`config.mk`:
```
export PLATFORM = sky130hd
export DESIGN_NAME = booth_rca_mult_seq
export DESIGN_NICKNAME = d
export VERILOG_FILES = /design/src/rtl/booth_rca_mult_seq_pkg.sv /design/src/rtl/booth_rca_mult_seq_rca.sv /design/src/rtl/booth_rca_mult_seq.sv
export SDC_FILE = /design/constraint.sdc
export NUM_CORES = 1
export LEC_CHECK = 0
export ABC_AREA = 1
export CORE_ASPECT_RATIO = 0.6
export CORE_UTILIZATION = 68
export DETAILED_ROUTE_END_ITERATION = 10
export DONT_BUFFER_PORTS = 1
export GPL_ROUTABILITY_DRIVEN = 0
export GPL_TIMING_DRIVEN = 0
export HOLD_SLACK_MARGIN = 0.06
export PLACE_DENSITY = 0.92
export SLEW_MARGIN = 40
export SYNTH_ARGS = -nofsm -noshare
export SYNTH_HDL_FRONTEND = slang
export SYNTH_SLANG_ARGS = --single-unit
```
`constraint.sdc`:
```
create_clock -name clk -period 20.3 [get_ports clk]
set_input_delay 6.09 -clock clk [delete_from_list [all_inputs] [get_ports clk]]
set_output_delay 6.09 -clock clk [all_outputs]
set_load 0.01 [all_outputs]
```
`src/rtl/booth_rca_mult_seq_pkg.sv`:
```
// Shared definitions for the Booth multiplier path: FSM states, operand width
// and the Booth recoding codes that select the adder operand.
// Imported by the top and by the ripple-carry adder.
package booth_rca_mult_seq_pkg;

    localparam int MULT_WIDTH = 32;
    localparam int MULT_CNT_W = 6;

    typedef enum logic [1:0] {
        ST_IDLE = 2'd0,
        ST_RUN  = 2'd1,
        ST_DONE = 2'd2
    } mult_state_e;

    // {Q[0], q_m1} recoding: 01 adds M, 10 subtracts M, 00/11 add zero
    localparam logic [1:0] BOOTH_ADD = 2'b01;
    localparam logic [1:0] BOOTH_SUB = 2'b10;

endpackage

```
`src/rtl/booth_rca_mult_seq_rca.sv`:
```
// Purpose: WIDTH-bit ripple-carry adder with carry-out and signed overflow flag.
// Latency: combinational, zero cycles.
// Backpressure: none, pure datapath.
module booth_rca_mult_seq_rca
    import booth_rca_mult_seq_pkg::*;
#(
    parameter int WIDTH = MULT_WIDTH
) (
    input  logic [WIDTH-1:0] a_i,
    input  logic [WIDTH-1:0] b_i,
    input  logic             cin_i,
    output logic [WIDTH-1:0] sum_o,
    output logic             cout_o,
    output logic             of_o
);

    logic             carry;
    logic             carry_into_msb;
    logic [WIDTH-1:0] sum_d;

    // Ripple the carry bit by bit; remember the carry entering the MSB for overflow
    always_comb begin
        carry          = cin_i;
        carry_into_msb = 1'b0;
        sum_d          = '0;
        for (int i = 0; i < WIDTH; i++) begin
            if (i == WIDTH - 1) begin
                carry_into_msb = carry;
            end
            sum_d[i] = a_i[i] ^ b_i[i] ^ carry;
            carry    = (a_i[i] & b_i[i]) | (carry & (a_i[i] ^ b_i[i]));
        end
    end

    assign sum_o  = sum_d;
    assign cout_o = carry;
    assign of_o   = carry ^ carry_into_msb;

endmodule

```
`src/rtl/booth_rca_mult_seq.sv`:
```
// Purpose: signed WIDTHxWIDTH radix-2 Booth multiplier sharing one ripple-carry adder.
// Latency: done_o high in the cycle after accept edge + WIDTH; one multiply per WIDTH+2 cycles.
// Backpressure: start_i is accepted only while ready_o=1; requests while busy are dropped.
module booth_rca_mult_seq
    import booth_rca_mult_seq_pkg::*;
#(
    parameter int WIDTH = MULT_WIDTH,
    parameter int CNT_W = MULT_CNT_W
) (
    input  logic               clk,
    input  logic               rst_n,
    input  logic               start_i,
    input  logic [WIDTH-1:0]   a_i,
    input  logic [WIDTH-1:0]   b_i,
    output logic               ready_o,
    output logic               busy_o,
    output logic               done_o,
    output logic [2*WIDTH-1:0] product_o
);

    mult_state_e          state_q;
    logic [WIDTH-1:0]     a_q;        // accumulator (upper half of partial product)
    logic [WIDTH-1:0]     q_q;        // multiplier, shifted out as product lower half
    logic                 qm1_q;      // Booth look-behind bit
    logic [WIDTH-1:0]     m_q;        // multiplicand
    logic [CNT_W-1:0]     cnt_q;
    logic [2*WIDTH-1:0]   product_q;
    logic                 ready_q;
    logic                 busy_q;
    logic                 done_q;

    logic [WIDTH-1:0]     rca_b;
    logic                 rca_cin;
    logic [WIDTH-1:0]     rca_sum;
    logic                 rca_of;
    logic                 rca_cout_unused;
    logic                 sign_fix;
    logic [2*WIDTH:0]     shift_d;    // next {A, Q, q_m1}

    // Select the adder operand from the Booth recoding of {Q[0], q_m1}
    always_comb begin
        rca_b   = '0;
        rca_cin = 1'b0;
        case ({q_q[0], qm1_q})
            BOOTH_ADD: rca_b = m_q;
            BOOTH_SUB: begin
                rca_b   = ~m_q;
                rca_cin = 1'b1;
            end
            default: ;
        endcase
    end

    booth_rca_mult_seq_rca #(
        .WIDTH (WIDTH)
    ) u_rca (
        .a_i    (a_q),
        .b_i    (rca_b),
        .cin_i  (rca_cin),
        .sum_o  (rca_sum),
        .cout_o (rca_cout_unused),
        .of_o   (rca_of)
    );

    // The sum MSB is wrong when the add overflows (e.g. subtracting 0x80000000);
    // flipping it by the overflow flag recovers the true sign for the shift-in bit.
    assign sign_fix = rca_sum[WIDTH-1] ^ rca_of;
    assign shift_d  = {sign_fix, rca_sum, q_q};

    // Control FSM, counter, shift register and registered handshake outputs
    always_ff @(posedge clk or negedge rst_n) begin
        if (!rst_n) begin
            state_q   <= ST_IDLE;
            a_q       <= '0;
            q_q       <= '0;
            qm1_q     <= 1'b0;
            m_q       <= '0;
            cnt_q     <= '0;
            product_q <= '0;
            ready_q   <= 1'b1;
            busy_q    <= 1'b0;
            done_q    <= 1'b0;
        end else begin
            case (state_q)
                ST_IDLE: begin
                    done_q <= 1'b0;
                    if (start_i) begin
                        m_q     <= a_i;
                        q_q     <= b_i;
                        a_q     <= '0;
                        qm1_q   <= 1'b0;
                        cnt_q   <= '0;
                        ready_q <= 1'b0;
                        busy_q  <= 1'b1;
                        state_q <= ST_RUN;
                    end
                end
                ST_RUN: begin
                    {a_q, q_q, qm1_q} <= shift_d;
                    cnt_q             <= cnt_q + CNT_W'(1);
                    if (cnt_q == CNT_W'(WIDTH - 1)) begin
                        // Publish the final shifted {A, Q} so it is visible in the DONE cycle
                        product_q <= shift_d[2*WIDTH:1];
                        done_q    <= 1'b1;
                        state_q   <= ST_DONE;
                    end
                end
                ST_DONE: begin
                    done_q  <= 1'b0;
                    busy_q  <= 1'b0;
                    ready_q <= 1'b1;
                    state_q <= ST_IDLE;
                end
                default: begin
                    done_q  <= 1'b0;
                    busy_q  <= 1'b0;
                    ready_q <= 1'b1;
                    state_q <= ST_IDLE;
                end
            endcase
        end
    end

    assign ready_o   = ready_q;
    assign busy_o    = busy_q;
    assign done_o    = done_q;
    assign product_o = product_q;

endmodule
```
== After elaboration in Yosys (flattened, before gate mapping) ==
Index checks and enable logic that the tools add are counted.
Operators by class
  add/sub/neg operators: 1
  bitwise gates (word level): 164
  muxes and demuxes: 18
  reduce and logical (&&, ||, !) cells: 7
  eq/ne operators: 6
Operator list (count)
  $pmux 32 s2: 3
  $xor 1x1->1: 66
  $and 1x1->1: 64
  $mux 32: 2
  $not 32->32: 1
  $or 1x1->1: 32
  $pmux 6 s2: 1
  $reduce_and 2->1: 5
  $add 6x1->6 const B: 1
  $eq 6x5->1 const B: 1
  $mux 6: 1
  $pmux 1 s2: 3
  $mux 1: 5
  $eq 2x1->1 const B: 2
  $mux 2: 2
  $ne 2x2->1 const B: 2
  $pmux 2 s2: 1
  $eq 2x2->1 const B: 1
  $logic_not 2->1: 1
  $reduce_bool 2->1: 1
  $not 1->1: 1
Storage, ports and cells
  register bits after elaboration: 172
  input bits: 67

== Logic depth before layout (Yosys ltp) ==
  depth after elaboration: 70
  mapped depth: 41
  depth with buffers taken out: 41

== Modules after synthesis ==
Synthesis repeated with hierarchy kept, for this count alone.
Second synthesis, totals
  cells, all modules: 932
  area total of the unflattened synthesis: 8012.7 um2
Modules (own cells, without submodules)
  booth_rca_mult_seq: times used 1, seq. area each 4305.4 um2, cells each 887, area an instance 7323.3 um2
  booth_rca_mult_seq_rca: times used 1, seq. area each 0.0 um2, cells each 45, area an instance 689.4 um2

== Worst setup path after synthesis ==
Ideal clock, no wire load.
  path kind: register -> register
  start point: register qm1_q
  end point: register product_q[62], in the netlist product_o[62]
  required time: 20.183 ns
  period minus slack after synthesis: 13.041 ns
  data arrival time: 12.924 ns
  setup time: 0.117 ns
  buffers on the path: 1
  stages on the path, launching flop included: 41
  setup slack: 7.259 ns
  path through: dfrtp_1 -> inv_1 -> nand2_1 -> clkbuf_1 -> o21ai_0 -> fa_1 -> inv_1 -> fa_1 -> fa_1 -> fa_1 -> fa_1 -> fa_1 -> fa_1 -> fa_1 -> fa_1 -> fa_1 -> fa_1 -> fa_1 -> [... 5 more ...] -> fa_1 -> fa_1 -> fa_1 -> fa_1 -> fa_1 -> fa_1 -> fa_1 -> fa_1 -> fa_1 -> fa_1 -> fa_1 -> fa_1 -> fa_1 -> inv_1 -> fa_1 -> fa_1 -> nand3_1 -> nand2_1
Between the ends
  cells in the longest elaborated chain, start to end: 66
  elaborated cells between the ends (all ways): 130
  those cells by class: eq/ne: 2; mux: 2; bitwise: 126
Ends and longest elaborated chain
  from (decl): line booth_rca_mult_seq.sv:24  | logic qm1_q;
  from (signal assigned): line booth_rca_mult_seq.sv:99  | {a_q, q_q, qm1_q} <= shift_d;
  $eq 2x2->1 or $eq 2x1->1 (tied branches): line booth_rca_mult_seq.sv:44  | case ({q_q[0], qm1_q})
  $pmux 32 s2: line booth_rca_mult_seq.sv:44
  $xor 1x1->1: line booth_rca_mult_seq_rca.sv:31  | carry = (a_i[i] & b_i[i]) | (carry & (a_i[i] ^ b_i[i]));
  $and 1x1->1: line booth_rca_mult_seq_rca.sv:31
  $or 1x1->1: line booth_rca_mult_seq_rca.sv:31
  $and 1x1->1: line booth_rca_mult_seq_rca.sv:31
  $or 1x1->1: line booth_rca_mult_seq_rca.sv:31
  $and 1x1->1: line booth_rca_mult_seq_rca.sv:31
  [... 51 more ...]
  $and 1x1->1: line booth_rca_mult_seq_rca.sv:31
  $or 1x1->1: line booth_rca_mult_seq_rca.sv:31
  $and 1x1->1: line booth_rca_mult_seq_rca.sv:31
  $or 1x1->1: line booth_rca_mult_seq_rca.sv:31
  $and 1x1->1: line booth_rca_mult_seq_rca.sv:31
  $or 1x1->1: line booth_rca_mult_seq_rca.sv:31
  $xor 1x1->1 *: line booth_rca_mult_seq_rca.sv:30  | sum_d[i] = a_i[i] ^ b_i[i] ^ carry;
  via rca_sum[31]: line booth_rca_mult_seq.sv:34  | logic [WIDTH-1:0] rca_sum;
  to (signal assigned): line booth_rca_mult_seq.sv:103  | product_q <= shift_d[2*WIDTH:1];
  to (decl): line booth_rca_mult_seq.sv:27  | logic [2*WIDTH-1:0] product_q;
Mark *: on every way through the listed nets, which the timed path passes. The rest lies on a longest branch.
A chain may end at the register's enable or synchronous reset.

== Worst setup path after layout ==
  start point: register qm1_q
  end point: register product_q[63], in the netlist product_o[63]
Between the ends
  cells in the longest elaborated chain, start to end: 69
  elaborated cells between the ends (all ways): 135
  those cells by class: eq/ne: 2; mux: 2; bitwise: 131
Ends and longest elaborated chain
  $eq 2x2->1 or $eq 2x1->1 (tied branches): line booth_rca_mult_seq.sv:44
  $pmux 32 s2: line booth_rca_mult_seq.sv:44
  $xor 1x1->1: line booth_rca_mult_seq_rca.sv:31
  $and 1x1->1: line booth_rca_mult_seq_rca.sv:31
  $or 1x1->1: line booth_rca_mult_seq_rca.sv:31
  $and 1x1->1: line booth_rca_mult_seq_rca.sv:31
  $or 1x1->1: line booth_rca_mult_seq_rca.sv:31
  $and 1x1->1: line booth_rca_mult_seq_rca.sv:31
  [... 54 more ...]
  $or 1x1->1: line booth_rca_mult_seq_rca.sv:31
  $and 1x1->1: line booth_rca_mult_seq_rca.sv:31
  $or 1x1->1: line booth_rca_mult_seq_rca.sv:31
  $and 1x1->1: line booth_rca_mult_seq_rca.sv:31
  $or 1x1->1: line booth_rca_mult_seq_rca.sv:31
  $xor 1x1->1: line booth_rca_mult_seq_rca.sv:37  | assign of_o = carry ^ carry_into_msb;
  $xor 1x1->1 *: line booth_rca_mult_seq.sv:67  | assign sign_fix = rca_sum[WIDTH-1] ^ rca_of;
  via sign_fix: line booth_rca_mult_seq.sv:37  | logic sign_fix;
Marked as above.

==> results.py <==
metrics = {
    "sta": {
        "final_max_slew_viol_count": 0,
        "finalCriticalPeriod_ps": 14240,
        "finalCritPeriodShare": 0.701,
        "rsz0062_at_grt": "no",
        "timing.slew.headroom": 0.618,
        "worst_pin_slew_ps": 573,
        "hold_violations": 0,
        "setup_viol_count_final": 0,
        "fmax_mhz": 70.2,
        "setup_tns_ps": 0,
        "finalClockSkew_ps": 8.53,
    },
    "layout": {
        "fin_cells": 1059,
        "fill_cells": 738,
        "post-route-util": 0.777,
        "multi_input_area_um2": 3200,
        "insertedDiodeCount": 0,
        "nets": 987,
        "seqCellArea_um2": 4310,
        "area_delta_synth_final_pct": 10.8,
        "drive_gt1_frac": 0.105,
    },
    "synthesis": {
        "ys_seq_area_frac": 0.542,
        "ys_types": 25,
        "syn_avg_cell_area_um2": 9.16,
        "synth-seq-cells": 172,
        "ys_warn_count": 0,
        "synth.cell_area_um2": 7940,
        "synth_nets": 968,
        "synthCells": 867,
    },
    "placed_design": {
        "placed_cells": 1027,
        "hpwl_mm": 13.6,
        "io_buffer_count": 0,
    },
    "cts": {
        "holdBufCountCts": 0,
        "clockRootBuffer": "clkbuf_16",
        "postCtsSetupBuffers": 0,
        "post_cts_resized": 0,
        "worstSkewPairLatency_ps": 420,
        "cts_tree": "yes",
        "cts_buffers": 17,
        "cts_max_level": 4,
        "clockBufferDepth": 2,
        "path_clk_slew_ps": 70,
        "cts_sinks": 172,
    },
    "power": {
        "power.density_nw_per_um2": 202,
        "ir_drop_mv": 0.112,
        "leakage_nw": 4.25,
    },
    "critical_path": {
        "cp_max_fo": 10,
        "r2r_cells": 41,
        "cp_slowest_cell": "fa_1",
        "end_kind": "flop",
        "crit_type": "flop to flop",
        "required_ps": 20610,
        "crit_path_frequent_cell": "fa_1",
        "max_stage_delay_ps": 430,
        "critPathArrivalTime_ps": 14550,
        "crit_path_start_kind": "flop",
    },
    "grt": {
        "grt_pass1_vias": 6122,
        "grt_usage": 0.363,
        "grt_pass1_wl_mm": 32.6,
        "grt.overflow.total": 0,
        "antenna_found_initial": 0,
        "grt_max_degree": 173,
    },
    "routing": {
        "wire_per_inst_um": 19.4,
        "drtPass1Iterations": 5,
        "vias": 6391,
        "vias_per_cell": 6.03,
        "initialDrtViolationCount": 897,
        "routed_wl_mm": 20.6,
        "drcViolationCount": 0,
        "antenna_left": 0,
    },
    "floorplanning": {
        "coreArea_um2": 11300,
        "die_area_um2": 12100,
        "die_y_um": 85.7,
        "die_x_um": 142,
        "row_count": 30,
        "io_pins": 134,
        "start_util": 0.701,
    },
    "status": {
        "status": "finished clean",
    },
    "flow_run": {
        "maxCapViolCount": 0,
    },
    "hold_path": {
        "whs_path_depth": 2,
        "min_path_type": "flop to flop",
    },
}
==> stage by stage <==
stage | power [mW] | hold slack (ps) | area (µm²) | setup WS, ps
floorplan | 1.16 | 466 | 7940 | 7260
global placement | 1.31 | 487 | 8140 | 6630
detailed placement | 1.36 | 491 | 8140 | 6500
CTS | 1.76 | 506 | 8800 | 6220
global route | 1.89 | 532 | 8800 | 5720
finish | 1.78 | 509 | 8800 | 6060
==> worst paths after layout <==
path	start	endpoint	slack [ps]
worst min-delay path	m_q[19]$_DFFE_PN0P_	m_q[19]$_DFFE_PN0P_	510
max in group asynchronous	rst_n	m_q[31]$_DFFE_PN0P_	14550
worst max register to register	qm1_q$_DFFE_PN0P_	product_o[63]$_DFFE_PN0P_	6060
worst min register to register	m_q[19]$_DFFE_PN0P_	m_q[19]$_DFFE_PN0P_	510
worst max-delay path	qm1_q$_DFFE_PN0P_	product_o[63]$_DFFE_PN0P_	6060
min in group asynchronous	rst_n	product_o[18]$_DFFE_PN0P_	5350
==> flip-flops by register name, summed over array words and instances, names as in the netlist <==
signal and cells:
busy_o 1, product_o 64, ready_o 1, qm1_q 1
q_q 32, state_q 2, m_q 32, cnt_q 6
a_q 32, done_o 1
==> cell usage after synthesis <==
library cell  count  share of area
a21oi_1          29          0.018
buf_1             1        0.00047
buf_2            19          0.012
buf_4             6         0.0057
buf_6             4         0.0057
clkbuf_1         21         0.0099
clkinv_1          1        0.00047
dfrtp_1         171           0.54
dfstp_2           1         0.0033
fa_1             33          0.083
ha_1              1         0.0016
inv_1            42          0.020
inv_2             2        0.00095
nand2_1         265           0.13
nand2_2           1        0.00079
nand3_1          47          0.030
nand3b_1         29          0.027
nand4_1           1        0.00079
nor2_1           94          0.044
nor2_2            2         0.0016
o211ai_1          1        0.00095
o21ai_0          35          0.022
o21ai_1           6         0.0038
o22ai_1          28          0.022
or2_2            27          0.021
==> kinds of logic after synthesis <==
group                    Yosys count  synth area share
adder cells (fa/ha/maj)           34            0.0848
buffers and inverters             96            0.0550
AO/OA/AOI/OAI                     99            0.0671
flip-flops                       172             0.542
AND/OR/NAND/NOR                  466             0.251
==> per-layer routing <==
| layer | vias to the layer above | global-route usage | share of wire |
|---|---|---|---|
| li1 | 2794 | - | - |
| met1 | 3069 | 0.518 | 0.41 |
| met2 | 459 | 0.519 | 0.43 |
| met3 | 69 | 0.122 | 0.13 |
| met4 | 0 | 0.142 | 0.030 |
| met5 | - | 0 | 0 |
==> report_power, final <==
group          internal [mW]  switching [mW]
logic                  0.315           0.434
clock network          0.221           0.144
registers              0.515           0.148
==> worst max-delay path, delay by kind of cell (launching register included) <==
kind | cells | cell delay [ps]
simple gates | 3 | 410
flops | 1 | 370
fa+ha+maj | 32 | 12460
compound gates | 1 | 260
buf+inv | 5 | 580
==> cells in the final DEF, fill, tap and decap left out, drive strengths merged, types with 4 or more instances in the layout <==
cell type / netlist / final
buf: 30 / 30
nand3: 47 / 47
clkinv: 1 / 4
nand3b: 29 / 29
a21oi: 29 / 29
inv: 44 / 49
or2: 27 / 27
nor2: 96 / 96
o21ai: 41 / 41
bufinv: 0 / 5
clkbuf: 21 / 38
dfrtp: 171 / 171
nand2: 266 / 266
fa: 33 / 33
o22ai: 28 / 28
==> layout make-up <==
class                      count  share of cell area
buffer                        51              0.0304
sequential                   172               0.489
clock buffer                  17              0.0483
tap                          160              0.0227
multi-input combinational    599               0.364
inverter                      45              0.0192
clock inverter                15              0.0267
Power figures use the tool's default switching activity.
